===== src/rtl/tick_rate_ctrl_if.sv =====
// Mode-request port of the timebase rate controller.
// Valid/ready: a request transfers on a clock edge where req_valid && req_ready;
// the requester holds mode_req and req_valid stable until that edge.
interface tick_rate_ctrl_if;
  logic [1:0] mode_req;
  logic       req_valid;
  logic       req_ready;

  modport master (
    output mode_req,
    output req_valid,
    input  req_ready
  );

  modport slave (
    input  mode_req,
    input  req_valid,
    output req_ready
  );
endinterface


===== src/rtl/tick_rate_ctrl.sv =====
// Clock-display timebase: divides clk_in into a 50%-duty clk_out plus a tick
// enable, with glitch-free runtime rate changes and a paused/single-step mode.
module tick_rate_ctrl #(
  parameter int unsigned DIV_NORMAL = 25000000,
  parameter int unsigned DIV_FAST   = 2500000,
  parameter int unsigned DIV_TURBO  = 2500,
  parameter int unsigned CW         = 26
) (
  input  logic             clk_in,
  input  logic             rst_n,
  tick_rate_ctrl_if.slave  req,
  input  logic             step,
  output logic             clk_out,
  output logic             tick,
  output logic [1:0]       mode_cur,
  output logic [1:0]       state_dbg
);

  typedef enum logic [1:0] {
    S_RUN     = 2'd0,
    S_PENDING = 2'd1,
    S_PAUSED  = 2'd2
  } state_t;

  localparam logic [1:0] MODE_PAUSE = 2'd3;

  state_t        state;
  logic [CW-1:0] cnt;
  logic [1:0]    pend_mode;
  logic          accept;
  logic          at_term;

  // Terminal count (H-1) for the mode in effect; pause never runs the divider.
  function automatic logic [CW-1:0] term_of(input logic [1:0] m);
    case (m)
      2'd1:    term_of = CW'(DIV_FAST - 1);
      2'd2:    term_of = CW'(DIV_TURBO - 1);
      default: term_of = CW'(DIV_NORMAL - 1);
    endcase
  endfunction

  assign req.req_ready = (state != S_PENDING);
  assign accept        = req.req_valid && req.req_ready;
  assign at_term       = (cnt == term_of(mode_cur));
  assign state_dbg     = state;

  always_ff @(posedge clk_in or negedge rst_n) begin
    if (!rst_n) begin
      state     <= S_RUN;
      cnt       <= '0;
      clk_out   <= 1'b0;
      tick      <= 1'b0;
      mode_cur  <= 2'd0;
      pend_mode <= 2'd0;
    end else begin
      tick <= 1'b0;
      case (state)
        S_RUN: begin
          if (at_term) begin
            cnt     <= '0;
            clk_out <= ~clk_out;
            tick    <= ~clk_out;
          end else begin
            cnt <= cnt + 1'b1;
          end
          if (accept) begin
            pend_mode <= req.mode_req;
            state     <= S_PENDING;
          end
        end

        // The new mode lands only on a half-period boundary so clk_out never runts.
        S_PENDING: begin
          if (at_term) begin
            cnt      <= '0;
            clk_out  <= ~clk_out;
            tick     <= ~clk_out;
            mode_cur <= pend_mode;
            state    <= (pend_mode == MODE_PAUSE) ? S_PAUSED : S_RUN;
          end else begin
            cnt <= cnt + 1'b1;
          end
        end

        S_PAUSED: begin
          cnt <= '0;
          if (accept) begin
            mode_cur <= req.mode_req;
            state    <= (req.mode_req == MODE_PAUSE) ? S_PAUSED : S_RUN;
          end else if (step) begin
            clk_out <= ~clk_out;
            tick    <= ~clk_out;
          end
        end

        default: begin
          state <= S_RUN;
          cnt   <= '0;
        end
      endcase
    end
  end

endmodule


===== src/flat_wrapper.sv =====
// flat-port wrapper written by rule: the top's interface ports become plain ports
module tick_rate_ctrl_flat 
#(
  parameter int unsigned DIV_NORMAL = 25000000,
  parameter int unsigned DIV_FAST   = 2500000,
  parameter int unsigned DIV_TURBO  = 2500,
  parameter int unsigned CW         = 26
)
  (clk_in, rst_n, step, clk_out, tick, mode_cur, state_dbg, req_mode_req, req_req_valid, req_req_ready);
  tick_rate_ctrl_if req_i ();
  input  logic clk_in;
  input  logic rst_n;
  input  logic step;
  output logic clk_out;
  output logic tick;
  output logic [1:0] mode_cur;
  output logic [1:0] state_dbg;
  input wire logic [$bits(req_i.mode_req)-1:0] req_mode_req;
  input wire logic [$bits(req_i.req_valid)-1:0] req_req_valid;
  output wire logic [$bits(req_i.req_ready)-1:0] req_req_ready;
  assign req_i.mode_req = req_mode_req;
  assign req_i.req_valid = req_req_valid;
  assign req_req_ready = req_i.req_ready;
  tick_rate_ctrl #(.DIV_NORMAL(DIV_NORMAL), .DIV_FAST(DIV_FAST), .DIV_TURBO(DIV_TURBO), .CW(CW)) u_core (.clk_in(clk_in), .rst_n(rst_n), .req(req_i), .step(step), .clk_out(clk_out), .tick(tick), .mode_cur(mode_cur), .state_dbg(state_dbg));
endmodule

===== config.mk =====
export PLATFORM = sky130hd
export DESIGN_NAME = tick_rate_ctrl_flat
export DESIGN_NICKNAME = d
export VERILOG_FILES = /design/src/rtl/tick_rate_ctrl_if.sv /design/src/rtl/tick_rate_ctrl.sv /design/src/flat_wrapper.sv
export SDC_FILE = /design/constraint.sdc
export NUM_CORES = 1
export LEC_CHECK = 0
export ABC_CLOCK_PERIOD_IN_PS = 4370
export BUFFER_PORTS_ARGS = -buffer_cell sky130_fd_sc_hd__buf_2
export CAP_MARGIN = 10
export CORE_AREA = 8 8 102 104
export CTS_CLUSTER_DIAMETER = 60
export CTS_CLUSTER_SIZE = 28
export DETAILED_ROUTE_END_ITERATION = 10
export DIE_AREA = 0 0 110 112
export GPL_ROUTABILITY_DRIVEN = 0
export SKIP_CTS_REPAIR_TIMING = 1
export SLEW_MARGIN = 20
export SYNTH_ARGS = -nofsm -noshare
export SYNTH_HDL_FRONTEND = slang
export SYNTH_SLANG_ARGS = --single-unit
export TNS_END_PERCENT = 50

===== constraint.sdc =====
create_clock -name clk_in -period 4.37 [get_ports clk_in]
set_clock_uncertainty 0.1 [all_clocks]
set_input_delay 0.874 -clock clk_in [delete_from_list [all_inputs] [get_ports clk_in]]
set_output_delay 0.874 -clock clk_in [all_outputs]
set_load 0.01 [all_outputs]

; ---- After elaboration in Yosys (flattened, before gate mapping)
; Cells that the tools add are included.
; Widths: inputs -> output; s select.
[word_totals]
regBits = 34
output_inout_bits = 7
[op_classes]
add_sub_neg = 1
n_eq_ne = 14
muxes = 20
bitwise = 1
n_reduce_logical = 9
[op_table]
columns = op, n
row1 = $mux 26, 2
row2 = $pmux 25 s2, 1
row3 = $add 26x1->26 const B, 1
row4 = $eq 26x25->1, 1
row5 = $mux 2, 7
row6 = $ne 2x1->1 const B, 5
row7 = $eq 2x2->1 const B, 4
row8 = $mux 1, 6
row9 = $pmux 2 s3, 1
row10 = $reduce_and 3->1, 2
row11 = $eq 2x1->1 const B, 2
row12 = $ne 2x2->1 const B, 2
row13 = $pmux 1 s2, 2
row14 = $pmux 2 s2, 1
row15 = $reduce_and 4->1, 1
row16 = $reduce_bool 2->1, 2
row17 = $logic_not 2->1, 1
row18 = $reduce_and 2->1, 1
row19 = $reduce_or 2->1, 1
row20 = $logic_and 1x1->1, 1
row21 = $not 1->1, 1

; ---- Logic depth before layout (Yosys ltp)
[logic_depth]
ltp_word = 5
mapped_depth = 9
ltp_nobuf = 7

; ---- Worst setup path after synthesis
; No wires, ideal clock.
[synth_timing]
path_kind = register to register
start = reg u_core.mode_cur[0]
end = reg u_core.state[1] (netlist: u_core.state_dbg[1])
setup_ns = 0.069
arrival_ns = 2.247
required_time_ns = 4.201
path_slack_ns = 1.954
stages_incl_launch_ff = 8
path_buffers = 0
period_less_slack_ns = 2.416
path_cell_list = dfrtp_1 > inv_1 > ha_1 > nand2_1 > or4b_4 > a211o_1 > or4_1 > nand3_1
[synth_between]
elab_chain_cells = 5
elab_cells_between_ends = 6
cone_classes = 4 x eq/ne / 1 x mux / 1 x reduce/logical
[synth_rtl]
columns = item, line_no
row1 = "start, declared", tick_rate_ctrl.sv:15  ; output logic [1:0] mode_cur,
row2 = "start signal, assigned", tick_rate_ctrl.sv:78  ; mode_cur <= pend_mode;
row3 = "start signal, assigned", tick_rate_ctrl.sv:88  ; mode_cur <= req.mode_req;
row4 = $eq 2x2->1 / $eq 2x1->1 (equally long branches), tick_rate_ctrl.sv:35  ; case (m)
row5 = $pmux 25 s2 (*), tick_rate_ctrl.sv:35
row6 = $eq 26x25->1 (*), tick_rate_ctrl.sv:44  ; assign at_term = (cnt == term_of(mode_cur));
row7 = $ne 2x1->1 (no source line) (*), -
row8 = $reduce_and 3->1 (no source line) (*), -
row9 = "end signal, assigned", tick_rate_ctrl.sv:79  ; state <= (pend_mode == MODE_PAUSE) ? S_PAUSED : S_RUN;
row10 = "end signal, assigned", tick_rate_ctrl.sv:89  ; state <= (req.mode_req == MODE_PAUSE) ? S_PAUSED : S_RUN;
row11 = "end, declared", tick_rate_ctrl.sv:27  ; state_t state;
; Every way passes the cells marked *; elsewhere a longest branch is shown, timed or not.
; A chain may end at the register's enable or synchronous reset.

; ---- Worst setup path in the final report
[layout_timing]
start = reg u_core.mode_cur[0]
end = reg u_core.cnt[6]
[layout_between]
elab_chain_cells = 5
elab_cells_between_ends = 6
cone_classes = 3 x eq/ne / 3 x mux
[layout_rtl]
columns = item, line_no
row1 = $eq 2x2->1 / $eq 2x1->1 (equally long branches), tick_rate_ctrl.sv:35
row2 = $pmux 25 s2 (*), tick_rate_ctrl.sv:35
row3 = $eq 26x25->1 (*), tick_rate_ctrl.sv:44
row4 = $mux 26 (*), "tick_rate_ctrl.sv:59, tick_rate_ctrl.sv:74"
row5 = $mux 26 (*), -
row6 = "end signal, assigned", tick_rate_ctrl.sv:64  ; cnt <= cnt + 1'b1;
row7 = "end signal, assigned", tick_rate_ctrl.sv:81  ; cnt <= cnt + 1'b1;
row8 = "end, declared", tick_rate_ctrl.sv:28  ; logic [CW-1:0] cnt;
; Marked as above.

==> impl_results.md <==
* Leak at 0.966 nW
* Worst path max stage delay at 0.57 ns
* Critical path endpoint category: flop
* Total GRT Usage at 7.26%
* First-pass GRT wire length at 7200 µm
* Slowest CP cell: o22ai_4
* Yosys cell types at 43
* # DRC at 0
* Core area at 0.00889 mm²
* Sequential fraction of the synthesis area at 42.8%
* Worst slew pin tran at 0.794 ns
* Worst-path clk slew at 0.07 ns
* Crit path max fanout at 26
* Largest net degree at the start of global routing at 35
* Post-synth net total at 223
* Initial antenna violation count at 0
* Adder-cell share of the synthesized area at 5.03%
* Status: completed
* Crit path time final at 2.69 ns
* Drt wl/cell at 12.5 µm
* RSZ-0062 raised after global routing: no
* Xor/xnor share of the synthesized area at 10.6%
* Post-synth EDFFs at 0
* CTS tree: done
* Syn. warnings at 0
* Syn_area_per_cell at 9.51 µm²
* Count of pins over their slew limit at 0
* CTS Root Cell: clkbuf_8
* Most used DFF post-synth: dfrtp_1
* Vias in the first global route at 1,475
* Row count at 35
* Total grt overflow at 0
* Total wire length at 4160 µm
* Fmax at 0.371 GHz
* Setup TNS at 0 ns
* Slew headroom at 47.1%
* Fill cell total of the finished layout at 945
* Worst EP arrival at 2.73 ns
* Post-Place Worst Slack at 1.39 ns
* Startpoint types: flop
* PwrDens at 466 mW/mm²
* Maximum VDD drop at 0.161 mV
* Vias at 1,537
* Detail Route Antenna Nets at 0
* DRT iter0 DRCs at 121
* Final nets at 235
* Final Cycle Share at 61.6%
* Area Overhead vs Synth at 13.7%
* Post-synthesis compound-gate area fraction at 6.42%
* Hold Crit Class: reg2reg
* WHS Path Cells at 1
* Synth Register Bits at 34
* Num ports at 13
* Synthesized area at 0.00199 mm²
* Synth Area in Simple Gates at 28.1%
* H-tree levels at 2
* Horiz. Die Dim at 110 µm
* Share of layout cells above drive strength 1 at 14.9%
* Die Y at 112 µm
* Asr flop ratio synth at 100%
* DIE AREA at 0.0123 mm²
* Crit Path Category: reg2reg
* Worst R2R Setup Slack at 1.68 ns
* Number of port buffers at 12
* CTS buffer count at 5
* CTS Sinks at 34
* Setup-failing EPs final at 0
* Largest family of logic cells by synthesized area: simple AND/OR/NAND/NOR gates
* Post-synthesis cell count at 209
* Multiplexer area fraction after synthesis at 3.90%
* Clock buffer depth at 2
* Vias per cell at 4.62
* Critical-path cell list: inv_1 -> ha_1 -> nand2_1 -> or4b_4 -> a211o_1 -> o22ai_4 -> nor2_1
* Worst skew pair latency at 0.29 ns
* CP required at 4.41 ns
* TritonRoute pass-1 iters at 4
* Ant diodes at 0
* Fin. Hold Viols at 0
* R2R depth at 7
* Initial Util at 22.4%
* Max_cap viols at 0
* HPWL Detailed at 2940 µm
* Setup ws final at 1.68 ns
## final cells by class
| type | instances | area (µm²) | share of cell area, % |
|---|---|---|---|
| Timing Repair Buffer | 12 | 60.1 | 2.66 |
| Tap cell | 111 | 139 | 6.15 |
| Clock inverter | 2 | 12.5 | 0.554 |
| Clock buffer | 6 | 82.6 | 3.65 |
| Sequential cell | 34 | 851 | 37.7 |
| Inverter | 9 | 33.8 | 1.50 |
| Multi-Input combinational cell | 159 | 1080 | 47.8 |
## critical path, delay by kind of cell (launching register included)
family	cells	cell delay, ns
AO/OA/AOI/OAI	2	0.95
AND/OR/NAND/NOR	3	0.70
flip-flops	1	0.39
adder cells (fa/ha/maj)	1	0.34
buffers and inverters	1	0.06
## power by group
group / switching, mW / internal (mW) / leakage (nW) / total (mW)
sequential: 0.0411 / 0.359 / 0.456 / 0.401
clock: 0.119 / 0.127 / 0.0472 / 0.245
combinational: 0.241 / 0.166 / 0.463 / 0.407
## layout by cell type (no fill, tap or decap), drive strengths merged, types with 7 or more instances in the layout
cell type,synthesis,layout
and2,7,7
buf,3,12
dfrtp,34,34
ha,8,8
inv,9,9
nand2,16,16
nand3,10,10
nand4,8,8
nor2,34,34
xor2,20,20
## state kept, by name, indices dropped and copies added (netlist names)
| register | flops |
|---|---|
| u_core.clk_out | 1 |
| u_core.state_dbg | 2 |
| u_core.mode_cur | 2 |
| u_core.tick | 1 |
| u_core.pend_mode | 2 |
| u_core.cnt | 26 |
## per-stage QoR
step	hold WS (ns)	cells	area, µm²	util [%]	total power [mW]
detailed placement	0.348	325	2160	24.3	0.809
global route	0.403	333	2260	25.4	1.14
finish	0.360	333	2260	25.4	1.05
global placement	0.337	325	2160	24.3	0.802
floorplan	0.324	209	1990	-	0.704
CTS	0.358	333	2250	25.3	1.06
## synthesized netlist by cell type (2+ instances only)
cell      instances  area, µm²
a21oi_1           2       10.0
a31oi_1           3       18.8
and2_1            6       37.5
and3_1            3       18.8
and4_1            4       35.0
and4b_1           2       20.0
buf_2             3       15.0
clkbuf_1          4       15.0
dfrtp_1          34        851
ha_1              8        100
inv_1             9       33.8
mux2_2            6       67.6
nand2_1          15       56.3
nand2b_1          2       12.5
nand3_1          10       50.1
nand4_1           8       50.1
nor2_1           34        128
nor3_1            3       15.0
nor4b_1           6       52.6
o21ai_0           2       10.0
xnor2_1           4       35.0
xor2_1           20        175
## worst paths after layout
| check | start | end |
|---|---|---|
| min in group asynchronous | rst_n | u_core.tick |
| max in group asynchronous | rst_n | u_core.cnt[12] |
| worst min register to register | u_core.cnt[0] | u_core.cnt[0] |
| worst max-delay path | u_core.mode_cur[0] | u_core.cnt[6] |
| worst min-delay path | u_core.cnt[0] | u_core.cnt[0] |
| worst max register to register | u_core.mode_cur[0] | u_core.cnt[6] |
## metal layers
metal	vias to the layer above	track usage (%)	routed length [µm]
met5	-	0	0
met4	0	2.52	63
met3	5	2.89	273
met2	34	10.4	1790
met1	746	9.54	2030
li1	752	-	-
## kinds of logic (layout without fill, tap and decap cells)
group / after synthesis / in the layout
simple gates: 103 / 103
fa+ha+maj: 8 / 8
mux: 7 / 7
buf+inv: 16 / 29
flops: 34 / 34
xor+xnor: 24 / 24
compound gates: 17 / 17
No activity file was read; power rests on OpenSTA's default activity.
